`src/rtl/gups_pkg.sv`:
```
// Shared types and defaults for the GUPS memory-port arbiter.
// Holds the FSM state encoding and the default address/data widths.
package gups_pkg;

    localparam int AW_DEF = 64;
    localparam int DW_DEF = 64;

    typedef enum logic [1:0] {
        ST_IDLE  = 2'd0,
        ST_ISSUE = 2'd1,
        ST_RESP  = 2'd2
    } state_e;

endpackage

```
`src/rtl/gups_mem_arbiter_rr_pick.sv`:
```
// Round-robin picker: finds the first set request bit at or after ptr, wrapping modulo N.
// Purely combinational. Works for N values that are not powers of two.
module rr_pick #(
    parameter int N  = 4,
    parameter int PW = $clog2(N)
) (
    input  logic [N-1:0]  req,
    input  logic [PW-1:0] ptr,
    output logic [PW-1:0] gnt_idx,
    output logic          any
);

    logic [PW:0] idx_s;

    // Scan from the farthest offset down to ptr itself so the nearest request wins
    always_comb begin
        gnt_idx = '0;
        any     = 1'b0;
        idx_s   = '0;
        for (int k = N - 1; k >= 0; k--) begin
            idx_s = {1'b0, ptr} + (PW+1)'(k);
            if (idx_s >= (PW+1)'(N)) begin
                idx_s = idx_s - (PW+1)'(N);
            end else begin
                idx_s = idx_s;
            end
            if (req[idx_s[PW-1:0]]) begin
                gnt_idx = idx_s[PW-1:0];
                any     = 1'b1;
            end else begin
                any     = any;
            end
        end
    end

endmodule

```
`src/rtl/gups_mem_arbiter.sv`:
```
// Round-robin arbiter sharing one req/wr/rdy memory port among N update engines.
// One transaction in flight at a time; completion and read data are returned to the winner.
module gups_mem_arbiter
    import gups_pkg::*;
#(
    parameter int N  = 4,
    parameter int AW = AW_DEF,
    parameter int DW = DW_DEF
) (
    input  logic            clk,
    input  logic            rst,
    input  logic [N-1:0]    r_req,
    input  logic [N-1:0]    r_wr,
    input  logic [N*AW-1:0] r_addr,
    input  logic [N*DW-1:0] r_dout,
    output logic [DW-1:0]   r_din,
    output logic [N-1:0]    r_rdy,
    output logic            m_req,
    output logic            m_wr,
    output logic [AW-1:0]   m_addr,
    output logic [DW-1:0]   m_dout,
    input  logic [DW-1:0]   m_din,
    input  logic            m_rdy,
    output logic            busy,
    output logic [31:0]     xact_cnt
);

    localparam int PW = $clog2(N);

    state_e          state_q, state_d;
    logic [PW-1:0]   grant_q, grant_d;
    logic [PW-1:0]   ptr_q, ptr_d;
    logic            m_req_q, m_req_d;
    logic            m_wr_q, m_wr_d;
    logic [AW-1:0]   m_addr_q, m_addr_d;
    logic [DW-1:0]   m_dout_q, m_dout_d;
    logic [DW-1:0]   r_din_q, r_din_d;
    logic [N-1:0]    r_rdy_q, r_rdy_d;
    logic            busy_q, busy_d;
    logic [31:0]     xact_cnt_q, xact_cnt_d;

    logic [PW-1:0]   pick_idx_s;
    logic            pick_any_s;

    rr_pick #(
        .N  (N),
        .PW (PW)
    ) u_pick (
        .req     (r_req),
        .ptr     (ptr_q),
        .gnt_idx (pick_idx_s),
        .any     (pick_any_s)
    );

    // Next-state logic: IDLE grants, ISSUE waits for m_rdy, RESP pulses r_rdy and advances ptr
    always_comb begin
        state_d    = state_q;
        grant_d    = grant_q;
        ptr_d      = ptr_q;
        m_req_d    = m_req_q;
        m_wr_d     = m_wr_q;
        m_addr_d   = m_addr_q;
        m_dout_d   = m_dout_q;
        r_din_d    = r_din_q;
        r_rdy_d    = '0;
        xact_cnt_d = xact_cnt_q;
        case (state_q)
            ST_IDLE: begin
                if (pick_any_s) begin
                    grant_d  = pick_idx_s;
                    m_req_d  = 1'b1;
                    m_wr_d   = r_wr[pick_idx_s];
                    m_addr_d = r_addr[int'(pick_idx_s)*AW +: AW];
                    m_dout_d = r_dout[int'(pick_idx_s)*DW +: DW];
                    state_d  = ST_ISSUE;
                end else begin
                    state_d  = ST_IDLE;
                end
            end
            ST_ISSUE: begin
                if (m_rdy) begin
                    if (!m_wr_q) begin
                        r_din_d = m_din;
                    end else begin
                        r_din_d = r_din_q;
                    end
                    m_req_d          = 1'b0;
                    m_wr_d           = 1'b0;
                    r_rdy_d[grant_q] = 1'b1;
                    state_d          = ST_RESP;
                end else begin
                    state_d = ST_ISSUE;
                end
            end
            ST_RESP: begin
                ptr_d      = (grant_q == PW'(N - 1)) ? '0 : grant_q + PW'(1);
                xact_cnt_d = xact_cnt_q + 32'd1;
                state_d    = ST_IDLE;
            end
            default: begin
                m_req_d = 1'b0;
                m_wr_d  = 1'b0;
                state_d = ST_IDLE;
            end
        endcase
        busy_d = (state_d != ST_IDLE);
    end

    // All arbiter state, with synchronous active-low reset
    always_ff @(posedge clk) begin
        if (!rst) begin
            state_q    <= ST_IDLE;
            grant_q    <= '0;
            ptr_q      <= '0;
            m_req_q    <= 1'b0;
            m_wr_q     <= 1'b0;
            m_addr_q   <= '0;
            m_dout_q   <= '0;
            r_din_q    <= '0;
            r_rdy_q    <= '0;
            busy_q     <= 1'b0;
            xact_cnt_q <= 32'd0;
        end else begin
            state_q    <= state_d;
            grant_q    <= grant_d;
            ptr_q      <= ptr_d;
            m_req_q    <= m_req_d;
            m_wr_q     <= m_wr_d;
            m_addr_q   <= m_addr_d;
            m_dout_q   <= m_dout_d;
            r_din_q    <= r_din_d;
            r_rdy_q    <= r_rdy_d;
            busy_q     <= busy_d;
            xact_cnt_q <= xact_cnt_d;
        end
    end

    assign r_din    = r_din_q;
    assign r_rdy    = r_rdy_q;
    assign m_req    = m_req_q;
    assign m_wr     = m_wr_q;
    assign m_addr   = m_addr_q;
    assign m_dout   = m_dout_q;
    assign busy     = busy_q;
    assign xact_cnt = xact_cnt_q;

endmodule

```
`config.mk`:
```
export PLATFORM = sky130hd
export DESIGN_NAME = gups_mem_arbiter
export DESIGN_NICKNAME = d
export VERILOG_FILES = /design/src/rtl/gups_pkg.sv /design/src/rtl/gups_mem_arbiter_rr_pick.sv /design/src/rtl/gups_mem_arbiter.sv
export SDC_FILE = /design/constraint.sdc
export NUM_CORES = 1
export LEC_CHECK = 0
export ABC_CLOCK_PERIOD_IN_PS = 2780
export CAP_MARGIN = 40
export CORE_AREA = 4 4 313 315
export DETAILED_ROUTE_END_ITERATION = 6
export DIE_AREA = 0 0 317 319
export GPL_ROUTABILITY_DRIVEN = 0
export PLACE_DENSITY = 0.37
export RECOVER_POWER = 100
export SLEW_MARGIN = 10
export SYNTH_ARGS = -nofsm -noshare
export SYNTH_HDL_FRONTEND = slang
export SYNTH_HIERARCHICAL = 1
export SYNTH_SLANG_ARGS = --single-unit
```
`constraint.sdc`:
```
create_clock -name clk -period 2.78 [get_ports clk]
set_clock_uncertainty 0.2 [all_clocks]
set_input_delay 0.278 -clock clk [delete_from_list [all_inputs] [get_ports clk]]
set_output_delay 0.278 -clock clk [all_outputs]
set_load 0.05 [all_outputs]
```
=== Word level (Yosys, flattened, before mapping) ===
Cells that the tools add are included.

* Register bits: 237
* Latch bits: 0
* RAM bits: 0
* Bits in read-only memories: 0
* Word-level logic and storage cells: 80
* Memories kept: 0

* Add/subtract/negate cells: 9
* $mul: 0
* Div/mod/pow operators: 0
* Magnitude comparators: 11
* Eq/ne operators: 5
* Shifts and indexed selects: 2
* Mux-type cells: 33
* Bitwise operators: 2
* Reductions and logical operators: 7

{| class="wikitable"
|+ Operators by type and width
! operator !! number
|-
| variable part select 256 x 9 -> 64 bit || 2
|-
| adder 32 x 1 -> 32 bit (second input constant) || 1
|-
| two-way mux 2 bit || 10
|-
| less-than comparator 2 x 3 -> 1 bit (second input constant) || 6
|-
| two-way mux 1 bit || 14
|-
| binary-select mux 1 bit (select 2 bit) || 5
|-
| greater-or-equal comparator 3 bit (second input constant) || 3
|-
| AND reduction 3 bit || 3
|-
| subtractor 2 x 1 -> 2 bit (second input constant) || 4
|-
| adder 2 x 2 -> 3 bit (second input constant) || 2
|-
| one-hot mux 1 bit (3 select lines) || 2
|-
| equality test 2 bit (second input constant) || 2
|-
| != test 2 bit (second input constant) || 2
|-
| one-hot mux 2 bit (2 select lines) || 1
|-
| adder 2 x 1 -> 3 bit (second input constant) || 1
|-
| greater-or-equal comparator 2 x 3 -> 1 bit (second input constant) || 1
|-
| adder 2 x 1 -> 2 bit (second input constant) || 1
|-
| demux 1 bit (select 2 bit) || 1
|-
| equality test 2 x 1 -> 1 bit (second input constant) || 1
|-
| greater-or-equal comparator 2 x 1 -> 1 bit (second input constant) || 1
|-
| logical NOT 2 bit || 1
|-
| inverter 1 bit || 2
|-
| AND reduction 2 bit || 1
|-
| nonzero test 2 bit || 1
|-
| logical AND 1 bit || 1
|}

=== Depth between registers and ports, before layout ===
Gate-level depths: netlist (run 1).

* Word-level depth: 13
* Mapped depth: 9

=== Hierarchy ===
The synthesis (run 1) kept the hierarchy.

{| class="wikitable"
|+ Modules (own cells, without submodules)
! module !! instances !! cells each !! area an instance (µm²)
|-
| gups_mem_arbiter || 1 || 1225 || 11647.4
|-
| rr_pick || 1 || 13 || 77.6
|}

=== Least setup slack after synthesis (run 1) ===
No wires, ideal clock.

* Path type: register -> register
* Start: register ptr_q[1]
* End: register m_addr_q[48] (netlist: m_addr[48])
* Arrival time: 1932 ps
* Data required time: 2448 ps
* Setup slack: 516 ps
* Cell stages (with the launch flop): 10
* Cell sequence: dfxtp_1 -> nand2b_1 -> a21oi_1 -> a211oi_2 -> clkbuf_1 -> buf_2 -> buf_2 -> mux4_2 -> nand2_1 -> a21oi_1

* Word-level cells in the longest chain between the ends: 10
* Elaborated cells between the ends (all ways): 33
* Classes of those cells: 7 x add/sub; 4 x order compare; 1 x shift; 20 x mux; 1 x reduce/logical

{| class="wikitable"
|+ RTL lines
! what !! RTL line !! source
|-
| start, declared || gups_mem_arbiter.sv:32 || <nowiki>logic [PW-1:0] ptr_q, ptr_d;</nowiki>
|-
| start signal, assigned || gups_mem_arbiter.sv:126 || <nowiki>ptr_q <= ptr_d;</nowiki>
|-
| adder 2 x 2 -> 3 bit || gups_mem_arbiter_rr_pick.sv:21 || <nowiki>idx_s = {1'b0, ptr} + (PW+1)'(k);</nowiki>
|-
| greater-or-equal comparator 3 bit or subtractor 2 x 1 -> 2 bit (tied branches) || gups_mem_arbiter_rr_pick.sv:22, gups_mem_arbiter_rr_pick.sv:23 ||
|-
| two-way mux 2 bit || gups_mem_arbiter_rr_pick.sv:22 || <nowiki>if (idx_s >= (PW+1)'(N)) begin</nowiki>
|-
| binary-select mux 1 bit (select 2 bit) || gups_mem_arbiter_rr_pick.sv:27 || <nowiki>if (req[idx_s[PW-1:0]]) begin</nowiki>
|-
| two-way mux 1 bit (implied by the code) || gups_mem_arbiter_rr_pick.sv:27 ||
|-
| two-way mux 2 bit (3 in series) || gups_mem_arbiter_rr_pick.sv:27 ||
|-
| two-way mux 2 bit (*) || gups_mem_arbiter_rr_pick.sv:27 ||
|-
| net pick_idx_s[0] || gups_mem_arbiter.sv:42 || <nowiki>logic [PW-1:0] pick_idx_s;</nowiki>
|-
| variable part select 256 x 9 -> 64 bit (*) || gups_mem_arbiter.sv:73 || <nowiki>m_addr_d = r_addr[int'(pick_idx_s)*AW +: AW];</nowiki>
|-
| end signal, assigned || gups_mem_arbiter.sv:129 || <nowiki>m_addr_q <= m_addr_d;</nowiki>
|-
| end, declared || gups_mem_arbiter.sv:35 || <nowiki>logic [AW-1:0] m_addr_q, m_addr_d;</nowiki>
|}

The timed path passes the listed nets; every way through them passes the cells marked *. The select of a mux whose other input is x is not followed.
A chain may end at the register's enable or synchronous reset.

=== Final worst setup path (run 1) ===
* Start: input r_req[3]
* End: register m_dout_q[1] (netlist: m_dout[1])

* Word-level cells in the longest chain between the ends: 7
* Elaborated cells between the ends (all ways): 18
* Classes of those cells: 1 x shift; 16 x mux; 1 x reduce/logical

{| class="wikitable"
|+ RTL lines
! what !! RTL line !! source
|-
| start, declared || gups_mem_arbiter.sv:12 || <nowiki>input logic [N-1:0] r_req,</nowiki>
|-
| binary-select mux 1 bit (select 2 bit) || gups_mem_arbiter_rr_pick.sv:27 ||
|-
| two-way mux 1 bit (implied by the code) || gups_mem_arbiter_rr_pick.sv:27 ||
|-
| two-way mux 1 bit (3 in series) || gups_mem_arbiter_rr_pick.sv:27 ||
|-
| two-way mux 1 bit (*) || gups_mem_arbiter_rr_pick.sv:27 ||
|-
| net pick_any_s || gups_mem_arbiter.sv:43 || <nowiki>logic pick_any_s;</nowiki>
|-
| AND reduction 2 bit (no source line) (*) || - ||
|-
| end signal, assigned || gups_mem_arbiter.sv:130 || <nowiki>m_dout_q <= m_dout_d;</nowiki>
|-
| end, declared || gups_mem_arbiter.sv:36 || <nowiki>logic [DW-1:0] m_dout_q, m_dout_d;</nowiki>
|}

Marks and branches as above.

==> impl_metrics.tcl, run 1 <==
set metrics [dict create \
    min_path_type "in -> reg" \
    final_util_pct 24.1 \
    stdcell_area_um2 22800 \
    vias 13000 \
    synth_edf_count 0 \
    grt_pass1_wl_mm 105 \
    grt.total_usage_pct 14.7 \
    p_switching_mw 4.00 \
    initial_core_util_pct 12.4 \
    ys_types 41 \
    fin_hold_ws_ns 0.0889 \
    finalSetupTns_ns 0 \
    die_x_um 317 \
    cp-start-kind "input port" \
    timing.rr.end "m_dout[56]" \
    worstPathBufferInverterCount 4 \
    p_sw_share_pct 32.9 \
    cts_root_buf "clkbuf_16" \
    rsz0062_at_grt "no" \
    place_area_um2 21800 \
    cp_max_fo 25 \
    clk_pin_slew_worst_paths_ns 0.06 \
    rr_startpoint "ptr_q[1]" \
    reg2reg_slack_ns 0.28 \
    port_buffers 817 \
    drt_iter0_markers 751 \
    synth.top_cell.area_share_pct 40.5 \
    pwr-share-clk_pct 37.4 \
    netlist_area_um2 11700 \
    worst-path-stages 10 \
    total_power_mw 12.1 \
    hold_violations 0 \
    timing.final.ws_setup_ns 0.235 \
    synth_area_leaders "dfxtp_1, mux4_2, nand2_1" \
    wl_per_cell_um 23.3 \
    grt_overflow 0 \
    avgViaCountPerCell 3.89 \
    syn_nets 1830 \
    ys.flop_type "dfxtp_1" \
    maxCapViolCount 0 \
    yosys_warnings 6 \
    p_seq_share_pct 31.4 \
    cp-startpoint "r_req[3]" \
    ctsHoldBuffers 0 \
    hpwl_mm 64.8 \
    syn_inst 1238 \
    die-area_um2 101000 \
    ys_ff_latch 237 \
    num-nets-final 2630 \
    cts_setup_buffers 0 \
    min_from "m_din[0]" \
    crit_slowest_cell "dlygate4sd3_1" \
    finalSetupViolCount 0 \
    worst_pin_slew_ns 1.26 \
    required_ns 3.05 \
    antenna_left 0 \
    p_int_mw 8.15 \
    core-area_um2 94900 \
    cts_tree "done" \
    final_common_cell "clkdlybuf4s50_1" \
    max_freq_ghz 0.393 \
    period_needed_ns 2.54 \
    syn2layout_area_growth_pct 94.7 \
    cts.sinks 237 \
    period_share_pct 91.5 \
    slowest_delay_ns 0.58 \
    grt_start_max_net_pins 65 \
    path_cells "dlygate4sd3_1 -> clkbuf_4 -> nor2_1 -> nand2_1 -> nand2b_1 -> nand2b_1 -> buf_12 -> clkbuf_4 -> nand2_1 -> a21oi_1" \
    layout_common_cells "clkdlybuf4s50_1, nand2_1, dfxtp_1, dlygate4sd3_1, a21oi_1" \
    yosys.area.top_type "dfxtp_1" \
    ctsResizeCount 0 \
    pin_count 818 \
    die_y_um 319 \
    antenna_found_initial 56 \
    numCtsBuffers 35 \
    powerDensity_nw_per_um2 532 \
    clockBufferDepth 3 \
    slew_headroom_pct 16.1 \
    power_leakage_nw 8.45 \
    place_inst 3266 \
    syn_avg_cell_area_um2 9.47 \
    arrival_ns 2.81 \
    grt_pass1_vias 13500 \
    seq_area_frac_synth_pct 40.5 \
    routed_wl_mm 78.2 \
    endpoint "m_dout[1]" \
    worstSetupPathType "in -> reg" \
    cp_top_family "buffers and inverters" \
    async_flop_share_pct 0 \
    pwr-share-comb_pct 31.2 \
    rows 113 \
    status "finished, final reports clean" \
    clock_latency_ns 0.53 \
    dr.pass1.iters 6 \
    finalNonFillerCells 3350 \
    slew_viol_final 0 \
    route.detailed.drc 0 \
    dp_slack_ns -0.0728 \
    drive_gt1_share_pct 11.6 \
    ir_worst_vdd_v 0.000309 \
    end_kind "flip-flop" \
    reg2reg_depth 8 \
    htree_levels 2 \
]
## registers in the layout, indices dropped and copies added, names as in the netlist
name and count:
xact_cnt 32, r_rdy 4, ptr_q 2, m_dout 64
m_addr 64, r_din 64, busy 1, grant_q 2
m_req 1, state_q 2, m_wr 1
## metal layers
metal	routed length (um)	vias to the layer above	share of wire [%]	track usage (%)
li1	-	6049	-	-
met1	27500	6251	35	15.0
met2	40000	552	51	26.4
met3	8010	150	10	6.80
met4	2550	24	3.3	5.24
met5	161	-	0.21	0
## Yosys cell counts (3+ instances only)
| master | count |
|---|---|
| a21oi_1 | 211 |
| and2_1 | 6 |
| and4_1 | 5 |
| buf_1 | 10 |
| buf_2 | 27 |
| buf_6 | 3 |
| clkbuf_1 | 65 |
| dfxtp_1 | 237 |
| ha_1 | 5 |
| inv_1 | 7 |
| mux2i_1 | 7 |
| mux4_2 | 129 |
| nand2_1 | 409 |
| nand2b_1 | 14 |
| nand3_1 | 8 |
| nand4_1 | 6 |
| nor2_1 | 21 |
| o21ai_0 | 6 |
| o311ai_0 | 5 |
| o31ai_1 | 8 |
| o41ai_1 | 5 |
| or3_1 | 5 |
| or4_1 | 8 |
| xor2_1 | 8 |
## how the worst min path moves through the flow
stage / to / slack, ns / cells past startpoint
2_1_floorplan: r_din[0] / 0.21 / 2
3_3_place_gp: m_addr[43] / 0.24 / 2
3_5_place_dp: m_addr[4] / 0.25 / 2
4_1_cts: r_din[0] / 0.04 / 3
5_1_grt: r_din[36] / 0.07 / 3
6_report: r_din[0] / 0.09 / 3
## cells by family after synthesis
| kind of cell | count (synthesis) | share of synthesized area (%) |
|---|---|---|
| simple gates | 495 | 17.6 |
| compound gates | 240 | 11.0 |
| flops | 237 | 40.5 |
| mux | 136 | 25.4 |
| buf+inv | 115 | 4.23 |
| xor+xnor | 10 | 0.747 |
| fa+ha+maj | 5 | 0.534 |
## power by group through the flow
stage / Combinational, mW / Sequential [mW] / Clock (mW)
2_1_floorplan: 1.08 / 4.75 / 0
3_3_place_gp: 3.97 / 3.89 / 0
3_5_place_dp: 3.97 / 3.90 / 0
4_1_cts: 3.98 / 3.83 / 4.77
5_1_grt: 4.03 / 3.84 / 4.88
6_report: 3.79 / 3.81 / 4.55
## area by class of cell
type	instances	area (um^2)
Clock inverter	11	138
Antenna cell	23	57.6
Clock buffer	50	992
Sequential cell	237	4740
Tap cell	1265	1580
Inverter	8	37.5
Multi-Input combinational cell	886	6490
Timing Repair Buffer	870	8790
Fill cell	10200	72000
## tightest hold or removal path: stages
cell and delay, ns:
clkdlybuf4s50_1 0.40, nand2_1 0.05, a21oi_1 0.05
Note: power is estimated with default switching activity, not from simulation.
==> run 2: changes to the inputs <==
- TNS_END_PERCENT: unset -> 50
==> results of run 2 <==
Final layout, timing and power as in run 1 (identical DEF).
==> run 3: changes to the inputs <==
- CTS_BUF_LIST: unset -> sky130_fd_sc_hd__clkbuf_8
==> run 3 against run 2 <==
Compared with the run above: setup slack better by 0.017 ns; wire length up 0.74%; final cell count up 2.9%; sequential cell count unchanged; register-to-register slack about the same; via count up 3.3%; power down 4.7%; hold slack better by 0.16 ns; global-route usage up 0.097 points; highest routed layer unchanged; non-clock buffer count up 64; sequential power about the same; critical path depth down 9.
==> impl_metrics.tcl, run 3 (synthesized netlist as in run 1, its figures left out) <==
set metrics [dict create \
    fill_cells 10200 \
    drt_iter0_markers 754 \
    min_path_type "reg -> reg" \
    cp-start-kind "flip-flop" \
    worstPathBufferInverterCount 1 \
    cp_top_family "buffers and inverters" \
    port_buffers 817 \
    cp_max_fo 2 \
    slew_headroom_pct 36.1 \
    finalNonFillerCells 3446 \
    cts_root_buf "clkbuf_8" \
    num-nets-final 2712 \
    worst-path-stages 1 \
    ir_worst_vdd_v 0.000284 \
    period_needed_ns 2.53 \
    routed_wl_mm 78.8 \
    die_y_um 319 \
    fin_hold_ws_ns 0.249 \
    worst_pin_slew_ns 0.962 \
    ctsHoldBuffers 64 \
    grt_start_max_net_pins 65 \
    vias 13500 \
    wl_per_cell_um 22.9 \
    period_share_pct 90.9 \
    cts_setup_buffers 0 \
    finalSetupViolCount 0 \
    die_x_um 317 \
    max_freq_ghz 0.396 \
    slowest_delay_ns 0.94 \
    rsz0062_at_grt "no" \
    htree_levels 2 \
    grt_util_met1_pct 14.8 \
    hold_depth 2 \
    status "finished, final reports clean" \
    rr_startpoint "ptr_q[1]" \
    grt_overflow 0 \
    clockBufferDepth 3 \
    use_met3_pct 7.20 \
    dr.pass1.iters 5 \
    drive_gt1_share_pct 12.0 \
    required_ns 2.30 \
    final_common_cell "clkdlybuf4s50_1" \
    total_power_mw 11.6 \
    antenna_found_initial 57 \
    crit_slowest_cell "dlygate4sd3_1" \
    core-area_um2 94900 \
    ctsResizeCount 0 \
    holdPathEnd "m_addr[4]" \
    rows 113 \
    cts.sinks 237 \
    grt.total_usage_pct 14.8 \
    place_inst 3266 \
    reg2reg_depth 8 \
    clk_pin_slew_worst_paths_ns 0.06 \
    met2_usage_pct 26.4 \
    initial_core_util_pct 12.4 \
    power_leakage_nw 8.77 \
    dp_slack_ns -0.0728 \
    avgViaCountPerCell 3.91 \
    hold_violations 0 \
    hpwl_mm 64.8 \
    layout_common_cells "clkdlybuf4s50_1, nand2_1, dlygate4sd3_1, dfxtp_1, a21oi_1" \
    path_cells "dlygate4sd3_1" \
    reg2reg_slack_ns 0.27 \
    arrival_ns 2.05 \
    worstSetupPathType "reg -> out" \
    clock_latency_ns 0.65 \
    numCtsBuffers 53 \
    antenna_left 0 \
    powerDensity_nw_per_um2 496 \
    grt_busiest_layer "met2" \
    cts_tree "done" \
    route.detailed.drc 0 \
    timing.final.ws_setup_ns 0.253 \
    end_kind "output port" \
    grt_pass1_wl_mm 106 \
    grt_pass1_vias 14000 \
    maxCapViolCount 0 \
    die-area_um2 101000 \
    min_from "m_addr[4]" \
    slew_viol_final 0 \
    pin_count 818 \
    syn2layout_area_growth_pct 99.2 \
    timing.rr.end "m_dout[45]" \
]
==> run 3: worst reg2reg max path: stages (launching register included) <==
cell,delay (ns)
dfxtp_1,0.43
nand2b_1,0.14
a21oi_1,0.10
a211oi_4,0.22
buf_12,0.23
buf_6,0.35
mux4_2,0.58
nand2_1,0.08
a21oi_1,0.06
==> run 3: per-stage QoR <==
| stage | instance area (um^2) | setup TNS [ns] | utilization, % |
|---|---|---|---|
| 6_report | 23400 | 0 | 24.6 |
| 5_1_grt | 23300 | 0 | 24.6 |
| 4_1_cts | 23400 | 0 | 24.7 |
| 3_5_place_dp | 21800 | -0.266 | 22.9 |
| 3_3_place_gp | 21800 | -0.0684 | 22.9 |
| 2_1_floorplan | 11700 | 0 | - |
==> run 3: layout make-up <==
class	instances	area, um^2	area share, %
repair buffers	934	9420	40.4
multi-input cells	886	6490	27.8
flip-flops and latches	237	4740	20.3
well taps	1265	1580	6.78
clock buffers	63	867	3.71
clock inverters	31	155	0.664
diodes	22	55.1	0.236
inverters	8	37.5	0.161
==> run 3: per-layer routing <==
metal / wire, um / vias up
met5: 151 / -
li1: - / 6219
met3: 8510 / 157
met2: 40200 / 590
met4: 2480 / 24
met1: 27500 / 6469
==> run 3: worst max-delay path by stage <==
stage,from,endpoint,slack (ns)
global route,ptr_q[1],m_addr[13],0.07
detailed placement,r_req[3],m_addr[51],-0.07
finish,m_addr[55],m_addr[55],0.25
floorplan,ptr_q[1],m_addr[48],0.52
global placement,r_req[3],m_addr[51],-0.04
CTS,xact_cnt[7],xact_cnt[7],0.16
==> run 3: report_power, final <==
part           switching [mW]  internal, mW
clock                    1.77          2.12
sequential              0.148          3.66
combinational            2.08          1.79
==> edit: new RTL, config.mk and constraints of run 3 <==
The package constant `AW_DEF` goes from 64 to 32.
--- a/src/rtl/gups_pkg.sv
+++ b/src/rtl/gups_pkg.sv
@@ -3,5 +3,5 @@
 package gups_pkg;
 
-    localparam int AW_DEF = 64;
+    localparam int AW_DEF = 32;
     localparam int DW_DEF = 64;
 
Interface: changed (resized m_addr and r_addr); port bits go from 818 to 658. No check against the original RTL was run, so the function may have changed too.
==> edit against run 3 <==
Register-to-register slack gained 20 ps; cell area fell by 17%; maximum frequency increased by 0.67%; worst setup slack improved by 17 ps; largest power group unchanged; largest cell class unchanged; routed wire length is 26% lower; hold slack lost 180 ps; sequential cell count fell by 32; clock power is 16% lower; combinational power is 25% lower; cell count decreased by 11%; total power is 18% lower; synthesized area is 17% lower; sequential power shrank 14%; critical path depth is the same.
==> edit: results (changes against run 3) <==
run_status:
  status: "finished, final reports clean"  # unchanged
grt:
  track_usage_pct: 10.9  # was 14.8%
  grt_max_degree: 65  # unchanged
  grt_pass1_wl_um: 81200  # was 106000 um
  grt_pass1_vias: 11687  # was 14022
  antenna_found_initial: 15  # was 57
cells_and_area:
  nonClkBufAreaFrac_pct: 39.0  # was 40.4%
  drive_gt1_share_pct: 11.4  # was 12.0%
  buffers: 759  # was 934
  utilization_pct: 20.5  # was 24.6%
  diodes: 6  # was 22
  multi_input_area_um2: 5300  # was 6490 um^2
  fin_nets: 2238  # was 2712
  regArea_um2: 4100  # was 4740 um^2
  nMultiInputCombCells: 755  # was 886
  clock_area_share_pct: 4.35  # was 4.38%
  nClkBuffers: 54  # was 63
  seq_cells: 205  # was 237
  fill_cells: 10371  # was 10185
yosys:
  ys_seq_area_share_pct: 42.0  # was 40.5%
  synth_common_cells: "341 x nand2_1, 205 x dfxtp_1, 186 x a21oi_1"  # was 409 x nand2_1, 237 x dfxtp_1, 211 x a21oi_1
  synthTopCellsByArea: "dfxtp_1 42%, mux4_2 22%, nand2_1 13%"  # was dfxtp_1 40%, mux4_2 25%, nand2_1 13%
  syn_inst: 1053  # was 1238
  synth_fp_nets: 1517  # was 1830
  synth.distinct_cells: 36  # was 41
route:
  wire_per_inst_um: 18.9  # was 22.9 um
  viasPerCell: 3.55  # was 3.91
  first_pass_iters: 4  # was 5
  drt-initial-drc-count: 353  # was 754
  wirelength_um: 57900  # was 78800 um
pwr:
  power_leakage_nw: 7.14  # was 8.77 nW
  peakVddDrop_uv: 233  # was 284 uV
place:
  place_area_um2: 18100  # was 21800 um^2
  dp.cells: 2933  # was 3266
  post-place-ws_ps: 18.9  # was -72.8 ps
  numPortBuffers: 657  # was 817
worst_setup_path:
  slowest_delay_ps: 970  # was 940 ps
  cp_data_arrival_time_ps: 2030  # was 2050 ps
  r2r_slack_ps: 290  # was 270 ps
clock_network:
  clkLatencyLatePin_ps: 600  # was 650 ps
  cts_made_buffers: 45  # was 53
  cts_resized: 0  # unchanged
  path_clk_slew_ps: 50
hold_path:
  min_path_type: "primary input to flop"  # was flop to flop
sta:
  tightest_slew_ps: 1140  # was 962 ps
## edit: per-layer routing
metal / part of all wire, % / vias up / GRT usage (%) / wire length (um)
met5: 0.047 / - / 0 / 27
met4: 2.8 / 4 / 3.31 / 1600
met3: 9.4 / 88 / 4.15 / 5420
met2: 52 / 427 / 20.1 / 29900
met1: 36 / 5208 / 11.4 / 21000
li1: - / 5174 / - / -
## edit: timing repair
action / 4_1_cts / 5_1_grt
hold buffers: 59 / 0
endpoints found under the hold margin: 59 / 0
buffers inserted: 0 / 0
## edit: where the power goes
group          switching (W)  internal [W]  leakage (nW)
Sequential          0.000109       0.00315          1.68
Combinational        0.00156       0.00136          4.98
Clock                0.00146       0.00182         0.481
## edit: cells by family (layout without fill, tap and decap cells)
kind of cell               count (synthesis)  in the layout  share of synthesized area [%]
and+or+nand+nor                          429            429                           18.5
AOI/OAI and AO/OA                        210            210                           11.3
DFF                                      205            205                           42.0
muxes                                    101            101                           22.8
buffers and inverters                     93            838                           3.87
xor gates and xnor gates                  10             10                          0.897
adders and majority gates                  5              5                          0.641
other                                      0              6                              0
## edit: path summary, 6_finish.rpt
path                                          startpoint                      end  depth (start not counted)
worst min register to register    r_din[19]$_SDFFE_PN0P_   r_din[19]$_SDFFE_PN0P_                          2
worst min-delay path                           m_din[57]   r_din[57]$_SDFFE_PN0P_                          3
worst max register to register     ptr_q[1]$_SDFFE_PN0P_  m_dout[46]$_SDFFE_PN0P_                          7
worst max-delay path            xact_cnt[0]$_SDFFE_PN0P_              xact_cnt[0]                          1
## edit: worst register-to-register path, cell delays in order (launching register included)
cell and delay (ps):
dfxtp_1 430, mux2i_1 150, a211oi_4 320, buf_12 200, clkbuf_2 350, mux4_2 540
nand2_1 80, a21oi_1 70
